--- src/rtl/ahb_slave_resp_ctrl.sv ---
// ---------------------------------------------------------------------------
// ahb_slave_resp_ctrl
//
// AHB slave-side transfer controller sitting between the AHB slave bus and a
// simple req/ack memory backend. It captures address phases, range/size checks
// them, sequences the backend access, inserts wait states on hreadyout and
// drives either an OKAY or the two-cycle ERROR response on hresp.
//
// Optional feature macro: AHB_SLAVE_TIMEOUT_EN
//   defined   : an ACCESS that sees no mem_ack for TIMEOUT_CYCLES cycles is
//               abandoned (mem_req drops) and answered with ERROR.
//   undefined : ACCESS waits indefinitely for mem_ack.
//
// Ports
//   hclk, hresetn          bus clock, asynchronous active-low reset
//   hselx, hready, htrans  slave select, bus HREADY, transfer type
//   haddr, hwrite, hsize   address-phase attributes
//   hwdata, hwstrb         write data / strobes (data phase)
//   hreadyout, hresp       registered slave ready / response (0=OKAY 1=ERROR)
//   hrdata                 registered read data
//   mem_req, mem_we        registered backend request / write enable
//   mem_addr               registered captured address
//   mem_wdata, mem_wstrb   hwdata/hwstrb passed through while mem_req is high
//   mem_ack, mem_rdata     backend completion pulse / read data
//   mem_err                backend error, qualified by mem_ack
// ---------------------------------------------------------------------------
module ahb_slave_resp_ctrl #(
  parameter int unsigned     ADDR_WIDTH     = 32,
  parameter int unsigned     DATA_WIDTH     = 32,
  parameter longint unsigned BASE_ADDR      = 64'h0000_0000,
  parameter longint unsigned REGION_SIZE    = 64'h0001_0000,
  parameter int unsigned     MIN_WAIT       = 1,
  parameter int unsigned     TIMEOUT_CYCLES = 16
) (
  input  logic                    hclk,
  input  logic                    hresetn,
  input  logic                    hselx,
  input  logic                    hready,
  input  logic [1:0]              htrans,
  input  logic [ADDR_WIDTH-1:0]   haddr,
  input  logic                    hwrite,
  input  logic [2:0]              hsize,
  input  logic [DATA_WIDTH-1:0]   hwdata,
  input  logic [DATA_WIDTH/8-1:0] hwstrb,
  output logic                    hreadyout,
  output logic                    hresp,
  output logic [DATA_WIDTH-1:0]   hrdata,
  output logic                    mem_req,
  output logic                    mem_we,
  output logic [ADDR_WIDTH-1:0]   mem_addr,
  output logic [DATA_WIDTH-1:0]   mem_wdata,
  output logic [DATA_WIDTH/8-1:0] mem_wstrb,
  input  logic                    mem_ack,
  input  logic [DATA_WIDTH-1:0]   mem_rdata,
  input  logic                    mem_err
);

  localparam int unsigned STRB_WIDTH = DATA_WIDTH / 8;
  localparam logic [2:0]  MAX_HSIZE  = 3'($clog2(STRB_WIDTH));
  localparam logic [3:0]  MIN_WAIT_C = 4'(MIN_WAIT);

  typedef enum logic [2:0] {
    ST_IDLE   = 3'd0,
    ST_ACCESS = 3'd1,
    ST_RESP   = 3'd2,
    ST_ERR1   = 3'd3,
    ST_ERR2   = 3'd4
  } state_t;

  state_t                  state_q, state_d;
  logic                    hreadyout_q, hreadyout_d;
  logic                    hresp_q, hresp_d;
  logic [DATA_WIDTH-1:0]   hrdata_q, hrdata_d;
  logic                    mem_req_q, mem_req_d;
  logic                    mem_we_q, mem_we_d;
  logic [ADDR_WIDTH-1:0]   mem_addr_q, mem_addr_d;
  logic [3:0]              wait_cnt_q, wait_cnt_d;
  logic                    ack_seen_q, ack_seen_d;
  logic                    err_seen_q, err_seen_d;
  logic [DATA_WIDTH-1:0]   rdata_q, rdata_d;

  logic [63:0]             haddr_ext_s;
  logic                    in_range_s;
  logic                    cap_s;
  logic                    cap_bad_s;
  logic                    ack_now_s;
  logic                    ack_any_s;
  logic                    err_any_s;
  logic [3:0]              wait_inc_s;
  logic                    unused_ok;

`ifdef AHB_SLAVE_TIMEOUT_EN
  localparam int unsigned      TMO_W     = $clog2(TIMEOUT_CYCLES + 1);
  localparam logic [TMO_W-1:0] TMO_LIMIT = TMO_W'(TIMEOUT_CYCLES);
  logic [TMO_W-1:0]            tmo_cnt_q, tmo_cnt_d;
  logic                        tmo_hit_s;
`else
  // Timeout depth is only meaningful when the timeout feature is built in.
  if (TIMEOUT_CYCLES == 0) begin : g_tmo_param_unused
  end
`endif

  // Only htrans[1] distinguishes NONSEQ/SEQ from IDLE/BUSY.
  assign unused_ok = htrans[0];

  // Subtract only after the lower bound holds so the span test cannot wrap.
  assign haddr_ext_s = 64'(haddr);
  assign in_range_s  = (haddr_ext_s >= BASE_ADDR) &&
                       ((haddr_ext_s - BASE_ADDR) < REGION_SIZE);

  // Write data is a data-phase signal, so it is forwarded rather than stored.
  assign mem_wdata = mem_req_q ? hwdata : {DATA_WIDTH{1'b0}};
  assign mem_wstrb = mem_req_q ? hwstrb : {STRB_WIDTH{1'b0}};

  assign hreadyout = hreadyout_q;
  assign hresp     = hresp_q;
  assign hrdata    = hrdata_q;
  assign mem_req   = mem_req_q;
  assign mem_we    = mem_we_q;
  assign mem_addr  = mem_addr_q;

  // Next-state and next-output computation for the transfer FSM.
  always_comb begin
    state_d     = state_q;
    hreadyout_d = hreadyout_q;
    hresp_d     = hresp_q;
    hrdata_d    = hrdata_q;
    mem_req_d   = mem_req_q;
    mem_we_d    = mem_we_q;
    mem_addr_d  = mem_addr_q;
    wait_cnt_d  = wait_cnt_q;
    ack_seen_d  = ack_seen_q;
    err_seen_d  = err_seen_q;
    rdata_d     = rdata_q;
`ifdef AHB_SLAVE_TIMEOUT_EN
    tmo_cnt_d   = tmo_cnt_q;
`endif

    // New address phases are only accepted when the previous data phase ends.
    cap_s = hselx && hready && htrans[1] &&
            ((state_q == ST_IDLE) || (state_q == ST_RESP) || (state_q == ST_ERR2));
    cap_bad_s = (!in_range_s) || (hsize > MAX_HSIZE);

    // An ack only counts while a request is outstanding; strays are dropped.
    ack_now_s  = mem_ack && mem_req_q && (state_q == ST_ACCESS);
    ack_any_s  = ack_now_s || ack_seen_q;
    err_any_s  = ack_now_s ? mem_err : err_seen_q;
    // Count includes the current cycle so MIN_WAIT=1 means one wait state.
    wait_inc_s = (wait_cnt_q == 4'hF) ? 4'hF : (wait_cnt_q + 4'd1);
`ifdef AHB_SLAVE_TIMEOUT_EN
    tmo_hit_s  = (!ack_any_s) && ((tmo_cnt_q + TMO_W'(1)) >= TMO_LIMIT);
`endif

    case (state_q)
      ST_IDLE, ST_RESP, ST_ERR2: begin
        mem_req_d = 1'b0;
        if (cap_s) begin
          wait_cnt_d = 4'd0;
          ack_seen_d = 1'b0;
          err_seen_d = 1'b0;
`ifdef AHB_SLAVE_TIMEOUT_EN
          tmo_cnt_d  = {TMO_W{1'b0}};
`endif
          if (cap_bad_s) begin
            state_d = ST_ERR1;
          end else begin
            state_d    = ST_ACCESS;
            mem_req_d  = 1'b1;
            mem_we_d   = hwrite;
            mem_addr_d = haddr;
          end
        end else begin
          state_d = ST_IDLE;
        end
      end

      ST_ACCESS: begin
        wait_cnt_d = wait_inc_s;
        if (ack_now_s) begin
          mem_req_d  = 1'b0;
          ack_seen_d = 1'b1;
          err_seen_d = mem_err;
          rdata_d    = mem_rdata;
        end else begin
          mem_req_d  = mem_req_q;
        end
`ifdef AHB_SLAVE_TIMEOUT_EN
        tmo_cnt_d = ack_any_s ? tmo_cnt_q : (tmo_cnt_q + TMO_W'(1));
`endif
        if (ack_any_s && (wait_inc_s >= MIN_WAIT_C)) begin
          mem_req_d = 1'b0;
          if (err_any_s) begin
            state_d = ST_ERR1;
          end else begin
            state_d = ST_RESP;
            // Writes leave the last read value on hrdata.
            if (!mem_we_q) begin
              hrdata_d = ack_now_s ? mem_rdata : rdata_q;
            end else begin
              hrdata_d = hrdata_q;
            end
          end
        end
`ifdef AHB_SLAVE_TIMEOUT_EN
        else if (tmo_hit_s) begin
          mem_req_d = 1'b0;
          state_d   = ST_ERR1;
        end
`endif
        else begin
          state_d = ST_ACCESS;
        end
      end

      ST_ERR1: begin
        mem_req_d = 1'b0;
        state_d   = ST_ERR2;
      end

      default: begin
        mem_req_d = 1'b0;
        state_d   = ST_IDLE;
      end
    endcase

    // Bus response is a pure function of the state being entered.
    case (state_d)
      ST_ACCESS: begin
        hreadyout_d = 1'b0;
        hresp_d     = 1'b0;
      end
      ST_ERR1: begin
        hreadyout_d = 1'b0;
        hresp_d     = 1'b1;
      end
      ST_ERR2: begin
        hreadyout_d = 1'b1;
        hresp_d     = 1'b1;
      end
      default: begin
        hreadyout_d = 1'b1;
        hresp_d     = 1'b0;
      end
    endcase
  end

  // State and registered-output update with asynchronous reset.
  always_ff @(posedge hclk or negedge hresetn) begin
    if (!hresetn) begin
      state_q     <= ST_IDLE;
      hreadyout_q <= 1'b1;
      hresp_q     <= 1'b0;
      hrdata_q    <= {DATA_WIDTH{1'b0}};
      mem_req_q   <= 1'b0;
      mem_we_q    <= 1'b0;
      mem_addr_q  <= {ADDR_WIDTH{1'b0}};
      wait_cnt_q  <= 4'd0;
      ack_seen_q  <= 1'b0;
      err_seen_q  <= 1'b0;
      rdata_q     <= {DATA_WIDTH{1'b0}};
`ifdef AHB_SLAVE_TIMEOUT_EN
      tmo_cnt_q   <= {TMO_W{1'b0}};
`endif
    end else begin
      state_q     <= state_d;
      hreadyout_q <= hreadyout_d;
      hresp_q     <= hresp_d;
      hrdata_q    <= hrdata_d;
      mem_req_q   <= mem_req_d;
      mem_we_q    <= mem_we_d;
      mem_addr_q  <= mem_addr_d;
      wait_cnt_q  <= wait_cnt_d;
      ack_seen_q  <= ack_seen_d;
      err_seen_q  <= err_seen_d;
      rdata_q     <= rdata_d;
`ifdef AHB_SLAVE_TIMEOUT_EN
      tmo_cnt_q   <= tmo_cnt_d;
`endif
    end
  end

endmodule

--- config.mk ---
export PLATFORM = sky130hd
export DESIGN_NAME = ahb_slave_resp_ctrl
export DESIGN_NICKNAME = d
export VERILOG_FILES = /design/src/rtl/ahb_slave_resp_ctrl.sv
export SDC_FILE = /design/constraint.sdc
export NUM_CORES = 1
export LEC_CHECK = 0
export ABC_CLOCK_PERIOD_IN_PS = 2600
export CORE_MARGIN = 2
export CORE_UTILIZATION = 40
export CTS_CLUSTER_SIZE = 30
export DETAILED_ROUTE_END_ITERATION = 10
export PLACE_DENSITY_LB_ADDON = 0.05
export SLEW_MARGIN = 5
export SYNTH_ARGS = -nofsm -noshare
export SYNTH_HDL_FRONTEND = slang
export SYNTH_SLANG_ARGS = --single-unit
--- constraint.sdc ---
create_clock -name hclk -period 2.6 [get_ports hclk]
set_input_delay 0.65 -clock hclk [delete_from_list [all_inputs] [get_ports hclk]]
set_output_delay 0.65 -clock hclk [all_outputs]
set_load 0.05 [all_outputs]
==> Word level (Yosys, flattened, before mapping) <==
Cells that the tools add are included.
{ "classes": {"reduce_logical": 21, "n_eq_ne": 11, "multipliers": 0, "bitwise": 3, "shift": 0, "add_sub_neg": 1, "n_div": 0, "order_cmp": 4, "mux": 23} }
{ "ops": {"columns": ["cell", "count"], "rows": [
  ["$mux 32", 2],
  ["$ge 32x1->1 const B", 1],
  ["$lt 32x17->1 const B", 1],
  ["$mux 4", 3],
  ["$mux 1", 10],
  ["$eq 3x2->1 const B", 3],
  ["$pmux 3 s3", 1],
  ["$pmux 4 s2", 1],
  ["$logic_and 1x1->1", 7],
  ["$eq 3x1->1 const B", 2],
  ["$eq 3x3->1 const B", 2],
  ["$mux 3", 2],
  ["$pmux 1 s2", 3],
  ["$reduce_and 3->1", 2],
  ["$add 4x1->4 const B", 1],
  ["$eq 4x4->1 const B", 1],
  ["$ge 4x1->1 const B", 1],
  ["$logic_or 1x1->1", 4],
  ["$ne 2x2->1 const B", 2],
  ["$reduce_and 4->1", 1],
  ["$reduce_or 2->1", 2],
  ["$gt 3x2->1 const B", 1],
  ["$logic_not 3->1", 1],
  ["$ne 3x2->1 const B", 1],
  ["6 further kinds", 8]
]} }
{ "totals": {"mem_count": 0, "ramBits": 0, "elab_cells": 74, "out_inout_bits": 104, "latchBits": 0, "mem_bits_ro": 0, "regBits": 109} }

==> Logic depth before layout (Yosys ltp) <==
{ "depth": {"depth_word": 10, "depth_mapped": 6, "depth_no_buf": 5} }

==> Worst setup path before layout <==
OpenSTA, ideal clock, no wires.
{ "synth_path": {"kind": "input -> register", "start": "in haddr[26]", "end": "reg mem_addr_q[10], in the netlist mem_addr[10]", "t_arrival_ns": 2.108, "path_buffers": 1, "setup_ns": 0.125, "setup_slack_ns": 0.367, "stages": 5, "required_ns": 2.475, "path_cell_list": "nor4_1 nand3_1 nor3_2 buf_2 mux2_2"} }
{ "synth_via": {"elab_chain_len": 6} }
{ "synth_lines": {"columns": ["item", "line_no", "text"], "rows": [
  ["from (decl)", "40", "input logic [ADDR_WIDTH-1:0] haddr,"],
  ["$ge 32x1->1 or $lt 32x17->1 (tied branches)", "108, 109", null],
  ["$logic_and 1x1->1 *", "108", "assign in_range_s = (haddr_ext_s >= BASE_ADDR) &&"],
  ["$logic_not 1->1 *", "142", "cap_bad_s = (!in_range_s) || (hsize > MAX_HSIZE);"],
  ["$logic_or 1x1->1 *", "142", null],
  ["$not 1->1 (no source line) *", null, null],
  ["$reduce_and 3->1 (no source line) *", null, null],
  ["to (signal assigned)", "256", "mem_addr_q <= {ADDR_WIDTH{1'b0}};"],
  ["to (signal assigned)", "271", "mem_addr_q <= mem_addr_d;"],
  ["to (decl)", "76", "logic [ADDR_WIDTH-1:0] mem_addr_q, mem_addr_d;"]
]} }
Every way passes the cells marked *; elsewhere a longest branch is shown, timed or not.
A chain may end at the register's enable or synchronous reset.

==> Worst setup path in the final report <==
{ "layout_path": {"start": "reg hreadyout_q, in the netlist hreadyout", "end": "out hreadyout"} }
{ "layout_rtl": {"columns": ["item", "line_no", "text"], "rows": [
  ["from (decl)", "71", "logic hreadyout_q, hreadyout_d;"],
  ["from (signal assigned)", "266", "hreadyout_q <= hreadyout_d;"],
  ["to (decl)", "45", "output logic hreadyout,"]
]} }
No word-level cell between the ends.

==> summary.md <==
| Metric | Value |
|---|---|
| Status | finished clean |
| Die Y-Extent | 111 um |
| Overall power after layout | 0.00645 W |
| Mean instance size in the synthesized netlist | 14.2 sq um |
| Critical path required time | 1950 ps |
| Setup crit end kind | primary output |
| Maximum fanout count along the critical path | 1 |
| Hold violation total from the final report | 0 |
| Post-synth EDFFs | 0 |
| Crit Path Category | register to primary output |
| Crit-path cells | clkdlybuf4s50_1 |
| Fraction of synthesized cell area in xor and xnor cells | 0% |
| RD Place Congestion | 0.813 |
| CTS Root Buffer Type | sky130_fd_sc_hd__clkbuf_16 |
| First-pass GRT wire length | 18200 um |
| Number of H-tree branching levels | 3 |
| Die width | 111 um |
| Highest cell delay on the worst timing path | 810 ps |
| Max Freq | 0.432 GHz |
| Placeable core region | 0.0113 sq mm |
| Post-cts gate resize count | 0 |
| Fraction of layout cells with a size suffix above 1 | 27.3% |
| Clock share of power | 18.9% |
| Tmin final | 2310 ps |
| Count of buffers added by post-CTS timing repair for setup | 0 |
| CP delay by family, top | buffers and inverters |
| Row count | 39 |
| Number of distinct library cells after synthesis | 38 |
| Vias in the first global route | 3594 |
| Final setup violation count | 0 |
| Most frequent cells in the layout | sky130_fd_sc_hd__clkdlybuf4s50_1 (176), sky130_fd_sc_hd__dfrtp_1 (108), sky130_fd_sc_hd__and2_1 (54), sky130_fd_sc_hd__mux2_2 (51), sky130_fd_sc_hd__buf_12 (41) |
| Static leakage | 3.36 nW |
| Met3 track demand over resource in global routing | 4.21% |
| Max_slew headroom | 63.3% |
| Total congestion overflow after global routing | 0 |
| Beginning of the worst register-to-register path | state_q[0] |
| Routed len/inst | 15.8 um |
| Main combinational cell family by area after synthesis | multiplexers |
| TritonCTS clock tree | built |
| Async S/R FF share, synth | 100% |
| Maximum clock skew at final layout | 5.50 ps |
| Via-per-instance ratio | 4.78 |
| Setup slack after layout | 286 ps |
| Top Ports | 216 |
| Antenna Diode Count | 0 |
| DRT iter0 DRCs | 106 |
| Adder-cell area share of the yosys netlist | 0.272% |
| Post-synthesis compound-gate area fraction | 4.17% |
| Psw | 0.00231 W |
| Overall global routing resource usage | 18.4% |
| Arrival time of data at the critical path endpoint | 1660 ps |
| Pre-CTS setup slack | -39.4 ps |
| Clk slew on worst S/H paths | 60 ps |
| Path class of the lowest-slack min-delay path | input pin to async pin |
| Clock latency of the later-clocked register in the worst-skew pair | 340 ps |
| Beginning of the critical path | hreadyout |
| Total power density per cell area | 849 mW/mm^2 |
| Power Internal | 0.00414 W |
| GRT Max-Usage Layer | met2 |
| Switch share | 35.8% |
| Drt first pass iters | 4 |
| Post-detailed-routing wire length | 10900 um |
| Sequential group share of total power | 36.4% |
| Count of buffer and inverter cells on the critical path | 1 |
| Final HPWL from detailed placement | 8190 um |
| Post-Syn Nets | 436 |
| Mux cell area share after synthesis | 22.5% |
| Post-synthesis instance area | 0.00459 sq mm |
| Total number of clock tree sinks | 109 |
| Logic pwr share | 44.7% |
| Worst Tran Pin Value | 549 ps |
| Antenna violations before repair | 0 |
| Setup crit start kind | register |
| Number of max-slew violations in the final report | 0 |
| Most common cell after layout, fill and taps aside | sky130_fd_sc_hd__clkdlybuf4s50_1 |
| Number of clock buffers inserted by TritonCTS | 9 |
| Count of hold buffers inserted by post-cts repair | 0 |
| Via Count | 3306 |
| IO buf count | 214 |
| Number of synthesized register bits | 109 |
| Met2 track demand over resource in global routing | 31.3% |
| Initial Utilization | 40.6% |
| Fin crit share | 89.0% |
| Simple-Gate Fraction of Synth Area | 11.4% |
| Antenna-violating nets left | 0 |
| Worst-case clock buffer depth | 2 |
| Max capacitance violation total | 0 |
| Unrepaired setup endpoints after global routing | false |
| Cell with the largest stage delay on the worst path | sky130_fd_sc_hd__clkdlybuf4s50_1 |
| Worst vdd ir | 561 uV |
| Remaining routing DRC violations | 0 |
| Primary FF master, synth | sky130_fd_sc_hd__dfrtp_1 |
| Die area | 0.0124 sq mm |
| Area growth syn-to-layout | 65.4% |
| Maximum number of pins on one net before global-route repair | 53 |
| Post-synthesis cell count | 323 |
| Fraction of the yosys area taken by sequential cells | 59.4% |
| Synthesis warning total | 0 |
| Met1 demand-to-capacity share in global routing | 22.7% |
| Number of nets in the final layout | 660 |
[synthesized netlist by cell type (all sizes together) (3+ instances only)]
master / number / share of area (%)
a21oi: 8 / 0.87
and2: 54 / 7.4
buf: 8 / 1.5
clkbuf: 7 / 0.57
dfrtp: 108 / 59
mux2: 81 / 22
nand2: 7 / 0.57
nand3: 3 / 0.33
nor2: 7 / 0.74
nor3: 6 / 0.76
nor4: 3 / 0.41
o211ai: 3 / 0.49
o21ai: 4 / 0.52
[final timing paths]
| path | endpoint | slack, ps | depth (start not counted) |
|---|---|---|---|
| hold reg to reg | mem_addr[27] | 480 | 1 |
| min in group hclk | mem_addr[27] | 480 | 1 |
| setup / recovery | hreadyout | 290 | 1 |
| hold / removal | mem_addr[7] | 270 | 1 |
| setup reg to reg | hrdata[30] | 340 | 6 |
| max in group asynchronous | mem_addr[3] | 1640 | 2 |
[sequential cells by signal, indices dropped and copies added, names as in the netlist]
signal,count
mem_we,1
ack_seen_q,1
mem_addr,32
mem_req,1
wait_cnt_q,4
err_seen_q,1
hreadyout,1
hresp,1
state_q,3
hrdata,32
rdata_q,32
[layer usage]
| layer | vias to the layer above | wire [um] |
|---|---|---|
| met4 | 0 | 179 |
| met3 | 12 | 723 |
| met1 | 1607 | 4650 |
| li1 | 1560 | - |
| met5 | - | 0 |
| met2 | 127 | 5360 |
[layout make-up]
cell class	instances	area, sq um
tap	143	179
sequential	109	2730
clock buffer	11	243
inverter	2	7.51
clock inverter	2	12.5
timing repair buffer	228	2670
multi-input combinational	197	1760
fill	850	3720
[power by group through the flow]
stage               Clock [W]  Combinational (W)  Sequential (W)
global placement            0            0.00286         0.00236
finish                0.00122            0.00288         0.00235
CTS                   0.00126            0.00292         0.00236
floorplan                   0            0.00123         0.00294
detailed placement          0            0.00291         0.00238
global route          0.00133            0.00305         0.00241
[cell families (layout without fill, tap and decap cells)]
group | count (synthesis) | in the layout
buffers and inverters | 17 | 243
adders and majority gates | 1 | 1
DFF | 109 | 109
and+or+nand+nor | 88 | 88
AOI/OAI and AO/OA | 26 | 26
muxes | 82 | 82
[metrics by stage]
step                area (sq um)  util, %  hold slack (ps)  std cells  TNS, ps
finish                      7600     67.1              268        692        0
global route                7600     67.1              306        692        0
CTS                         7600     67.1              282        692        0
detailed placement          7340     64.9              470        679     -312
global placement            7340     64.9              471        679     -219
floorplan                   4590        -              354        323        0
(Power assumes the default switching activity.)
